File: src/rtl/twos_complement_serial_word.sv
// twos_complement_serial_word: word-framed LSB-first serial pass / one's / two's complement unit
module twos_complement_serial_word #(
    parameter int WIDTH = 16
) (
    input  logic             clk,
    input  logic             reset,
    input  logic             in_valid,
    input  logic             in_bit,
    input  logic [1:0]       mode,
    input  logic             sync,
    output logic             out_valid,
    output logic             out_bit,
    output logic             word_done,
    output logic [WIDTH-1:0] out_word,
    output logic             overflow
);
    localparam int CW = $clog2(WIDTH);
    typedef enum logic {SCAN, INVERT} state_t;
    state_t state, state_cur, state_nxt;
    logic [CW-1:0] bit_cnt, cnt_cur;
    logic [1:0] mode_q, mode_cur;
    logic [WIDTH-1:0] asm_q;
    logic last, res_bit;
    // sync and word start both behave as bit 0 with a fresh mode and SCAN
    always_comb begin
        cnt_cur   = sync ? '0 : bit_cnt;
        last      = cnt_cur == CW'(WIDTH - 1);
        mode_cur  = cnt_cur == '0 ? mode : mode_q;
        state_cur = cnt_cur == '0 ? SCAN : state;
    end
    always_ff @(posedge clk or negedge reset)
        if (!reset) state <= SCAN;
        else        state <= state_nxt;
    always_comb state_nxt = !in_valid ? (sync ? SCAN : state) : (in_bit ? INVERT : state_cur);
    always_comb res_bit = mode_cur == 2'b00 ? in_bit :
                          mode_cur == 2'b01 ? ~in_bit : in_bit ^ (state_cur == INVERT);
    always_ff @(posedge clk or negedge reset) begin
        if (!reset) begin
            bit_cnt   <= '0;
            mode_q    <= 2'b10;
            asm_q     <= '0;
            out_valid <= 1'b0;
            out_bit   <= 1'b0;
            word_done <= 1'b0;
            out_word  <= '0;
            overflow  <= 1'b0;
        end else begin
            out_valid <= in_valid;
            word_done <= in_valid && last;
            if (sync) asm_q <= '0;
            if (in_valid) begin
                bit_cnt        <= last ? '0 : cnt_cur + CW'(1);
                mode_q         <= mode_cur;
                asm_q[cnt_cur] <= res_bit;
                out_bit        <= res_bit;
                if (last) begin
                    out_word <= {res_bit, asm_q[WIDTH-2:0]};
                    overflow <= mode_cur[1] && state_cur == SCAN && in_bit;
                end
            end else if (sync) begin
                bit_cnt <= '0;
            end
        end
    end
endmodule

File: config.mk
export PLATFORM = sky130hd
export DESIGN_NAME = twos_complement_serial_word
export DESIGN_NICKNAME = d
export VERILOG_FILES = /design/src/rtl/twos_complement_serial_word.sv
export SDC_FILE = /design/constraint.sdc
export NUM_CORES = 1
export LEC_CHECK = 0
export ABC_AREA = 1
export CORE_MARGIN = 3
export CORE_UTILIZATION = 58
export DETAILED_ROUTE_END_ITERATION = 8
export PLACE_DENSITY = 0.84
export RECOVER_POWER = 50
export SYNTH_ARGS = -nofsm -noshare
export SYNTH_HDL_FRONTEND = slang
export SYNTH_SLANG_ARGS = --single-unit
File: constraint.sdc
create_clock -name clk -period 4.35 [get_ports clk]
set_input_delay 0.435 -clock clk [delete_from_list [all_inputs] [get_ports clk]]
set_output_delay 0.435 -clock clk [all_outputs]
set_load 0.01 [all_outputs]
==> Word level (Yosys, flattened, before mapping) <==
Index checks and enable logic that the tools add are counted.
{ "op_classes": {"bitwise": 3, "muxes": 15, "n_reduce_logical": 8, "n_lt_le_gt_ge": 2, "n_eq_ne": 2, "add_sub_neg": 1} }
{ "op_table": {"columns": ["op", "n"], "rows": [
  ["$mux W16", 2],
  ["$bwmux W16", 1],
  ["$mux W4", 3],
  ["$mux W1", 7],
  ["$lt A4 B5 Y1 const B", 1],
  ["$add A4 B1 Y4 const B", 1],
  ["$demux W1 S4", 1],
  ["$eq A4 B4 Y1 const B", 1],
  ["$ge A4 B1 Y1 const B", 1],
  ["$logic_and A1 B1 Y1", 4],
  ["$logic_not A4 Y1", 1],
  ["$eq A2 B1 Y1 const B", 1],
  ["$logic_not A2 Y1", 1],
  ["$mux W2", 1],
  ["$not A1 Y1", 2],
  ["$reduce_and A2 Y1", 1],
  ["$reduce_bool A2 Y1", 1],
  ["$xor A1 B1 Y1", 1]
]} }
{ "word_totals": {"wordCells": 40, "register_bits": 43, "in_bits": 7, "output_inout_bits": 20} }

==> Logic depth before layout (Yosys ltp) <==
{ "depth": {"word_depth": 8, "depth_mapped": 12, "depth_no_buf": 10} }

==> Least setup slack after synthesis <==
No wires, ideal clock.
{ "synth_timing": {"kind": "input -> register", "startpoint": "input sync", "endpoint": "register asm_q[12]", "path_slack_ps": 2188, "setup_ps": 121, "path_stages": 11, "t_arrival_ps": 2041, "path_buffers": 2, "cell_sequence": "inv_2 -> buf_6 -> nand2_1 -> ha_1 -> nand3_4 -> nand2_1 -> ha_1 -> nand3b_2 -> buf_4 -> nand3_1 -> nand2_1"} }
{ "synth_via": {"elab_chain_cells": 8} }
{ "synth_rtl": {"columns": ["element", "line", "text"], "rows": [
  ["start: declaration", "10", "input logic sync,"],
  ["parallel branches: the longest is 7 deep, another holds $lt A4 B5 Y1", null, null],
  ["$mux W16 *", "51", "if (in_valid) begin"],
  ["end signal: indexed assignment", "54", "asm_q[cnt_cur] <= res_bit;"],
  ["end: declaration", "22", "logic [WIDTH-1:0] asm_q;"]
]} }
Mark *: on every way between the ends.
A chain may end at the register's enable or synchronous reset.

==> Worst setup path in the final report <==
{ "layout_timing": {"startpoint": "input sync", "endpoint": "register asm_q[3]"} }
Same word-level chain as after synthesis.

==> summary.md <==
| Metric | Value |
|---|---|
| Status | `finished with violations` |
| Failing checks | `capacitance limit, slew limit` |
| Via count normalized by instance count | `5.37` |
| Power per cell area | `329 nW/µm²` |
| Clock slew at reported path FFs | `120 ps` |
| Kind of critical path | `input pin to register` |
| Port bufs | `26` |
| Max-cap violation count | `1` |
| Post-DR wirelength/cell | `13.2 µm` |
| Period utilization | `61.2%` |
| CTS Sinks | `42` |
| Placer Congestion | `0.848` |
| Critical path buffer and inverter count | `2` |
| Leakage | `1.25 nW` |
| H-tree depth | `2` |
| Max Used Layer | `met4` |
| FMAX | `0.376 GHz` |
| Synth area leader | `dfrtp_1` |
| Tot GR Track Use | `20.9%` |
| Crit end category | `register` |
| DRC | `0` |
| First-pass GRT wire length | `6640 µm` |
| Final-report hold violation count | `0` |
| Max rail drop VDD | `0.254 mV` |
| Synth unique cells | `28` |
| Worst-path cell chain | `clkdlybuf4s50_1 > inv_2 > nand2_1 > ha_1 > nand3_4 > nand2_1 > ha_1 > nand3b_2 > nand3_1 > nand2_1` |
| WL met3 | `208 µm` |
| # rows | `20` |
| R2r setup slk | `2190 ps` |
| Pre-CTS WS | `1340 ps` |
| Mapped cell area | `1990 µm²` |
| Worst slew pin tran | `2120 ps` |
| Final setup skew | `13.9 ps` |
| CP dominant cell by count | `nand2_1` |
| Grt total ovfl | `0` |
| Max incr delay on CP | `450 ps` |
| Number of global-route vias before repair | `1476` |
| Placed cells | `281` |
| Final Cell Area | `2320 µm²` |
| Area of placed instances | `2240 µm²` |
| Reg2Reg Depth | `8` |
| RSZ-0062 raised after global routing | `false` |
| Final nets | `256` |
| Worst Hold Class | `register to register` |
| EDFF count, synth | `0` |
| Worst Path Max Fanout | `21` |
| Worst Path Arrival | `2910 ps` |
| Post-Route Utilization | `73.6%` |
| Clock latency on the worst-skew pair | `360 ps` |
| Die area | `4160 µm²` |
| Total power | `0.764 mW` |
| Met2 routed WL | `1890 µm` |
| Final WS setup | `1690 ps` |
| CP startpoint | `sync` |
| Routed vias | `1551` |
| CTS Buf Count | `5` |
| Seq/Total Area, Yosys | `53.0%` |
| Clock buffer depth | `2` |
| Setup TNS | `0 ps` |
| Core Area | `3150 µm²` |
| Share of layout cells above drive strength 1 | `10.2%` |
| # IOs | `27` |
| Most frequent cells after synthesis | `77 x nand2_1, 41 x dfrtp_1, 21 x nand3_1` |
| Synth warn | `0` |
| Hold Buf Count CTS | `0` |
| Post-synthesis async set-or-reset flop share | `100%` |
| Top Family by Delay on Critical Path | `simple AND/OR/NAND/NOR gates` |
| Area growth syn-to-layout | `16.8%` |
| Iter 0 DRT Violations | `75` |
| Main synth FF type | `dfrtp_1` |
| #FFs+latches synth | `42` |
| Die X-Extent | `64.5 µm` |
| Antenna diodes | `0` |
| Clock Tree Root | `clkbuf_4` |
| Syn avg cell area | `9.11 µm²` |
| # setup viols final | `0` |
| Worst rel slew slack | `-41.0%` |
| Post-route minimum period | `2660 ps` |
| Post-detail-place hpwl | `2600 µm` |
| Wl on met1 | `1650 µm` |
| Data required, critical path | `4600 ps` |
| Most area-consuming cells after synthesis | `dfrtp_1 52%, nand2_1 15%, nand3_1 5.3%` |
| CP max stage cell | `nand3b_2` |
| Critical Path End | `asm_q[3]` |
| Fin cells | `289` |
| DRT Pass-1 Iters | `5` |
| PostCTS Resize Cnt | `0` |
| WP depth | `10` |
| WL final | `3810 µm` |
| Hold slack | `478 ps` |
| Worst R2R Start | `bit_cnt[0]` |
| Worst R2R End | `asm_q[3]` |
| Most frequent cell after synthesis | `nand2_1` |
| Post-route ant nets | `0` |
| Area share of the largest cell type after synthesis | `51.6%` |
| Initial antenna violation count | `0` |
| Largest net degree at the start of global routing | `43` |
| Die Y-Extent | `64.5 µm` |
| Starting Density | `63.0%` |
| Mapped Nets | `230` |
| Crit path launch type | `input pin` |
| Final Max Slew Viols | `43` |
| # Post-CTS Setup Buffers | `0` |
| Post-synthesis instance total | `218` |
| CTS tree | `done` |
-- power by group --
part	internal, mW	switching (mW)
Combinational	0.0307	0.0681
Sequential	0.406	0.00921
Clock	0.122	0.128
-- worst min-delay path by stage --
stage	cells past startpoint	to	start	slack [ps]
finish	2	out_word[2]	out_word[2]	480
detailed placement	2	out_word[9]	out_word[9]	460
global route	2	out_word[7]	out_word[7]	510
global placement	2	out_word[1]	out_word[1]	450
CTS	1	word_done	reset	220
floorplan	0	asm_q[0]	reset	140
-- area by class of cell --
cell class                 instances  area [µm²]
clock buffer                       5        37.5
clock inverter                     3        43.8
fill                             244         833
inverter                          12        45.0
multi-input combinational        157         832
sequential                        42        1050
tap                               44        55.1
timing repair buffer              26         254
-- cell usage in the layout (no fill, tap or decap), types with 4 or more instances in the layout --
master / count
clkbuf_4: 5
inv_1: 8
nor2_1: 16
inv_2: 4
o211ai_1: 14
nand2_1: 77
o21ai_0: 4
nand3_1: 21
dlygate4sd3_1: 9
ha_1: 5
clkdlybuf4s50_1: 16
dfrtp_1: 41
-- kinds of logic after synthesis --
| logic type | share of synthesized area [%] |
|---|---|
| flops | 53.0 |
| buf+inv | 5.16 |
| xor+xnor | 0.882 |
| compound gates | 8.44 |
| simple gates | 29.4 |
| fa+ha+maj | 3.15 |
-- flip-flops by register name, indices dropped and copies added (netlist names) --
name,cells
state,1
overflow,1
asm_q,15
out_valid,1
out_bit,1
bit_cnt,4
out_word,16
mode_q,2
word_done,1
-- per-layer routing --
metal  global-route usage, %  vias up
met5                       0        -
met4                    8.71        0
met3                    4.16        9
met2                    35.3       54
met1                    26.0      714
li1                        -      774
-- tightest hold or removal path, stage by stage (launching register included) --
cell and delay [ps]:
dfrtp_1 350, nand2_1 50, nand2_1 50
Power figures use the tool's default switching activity.
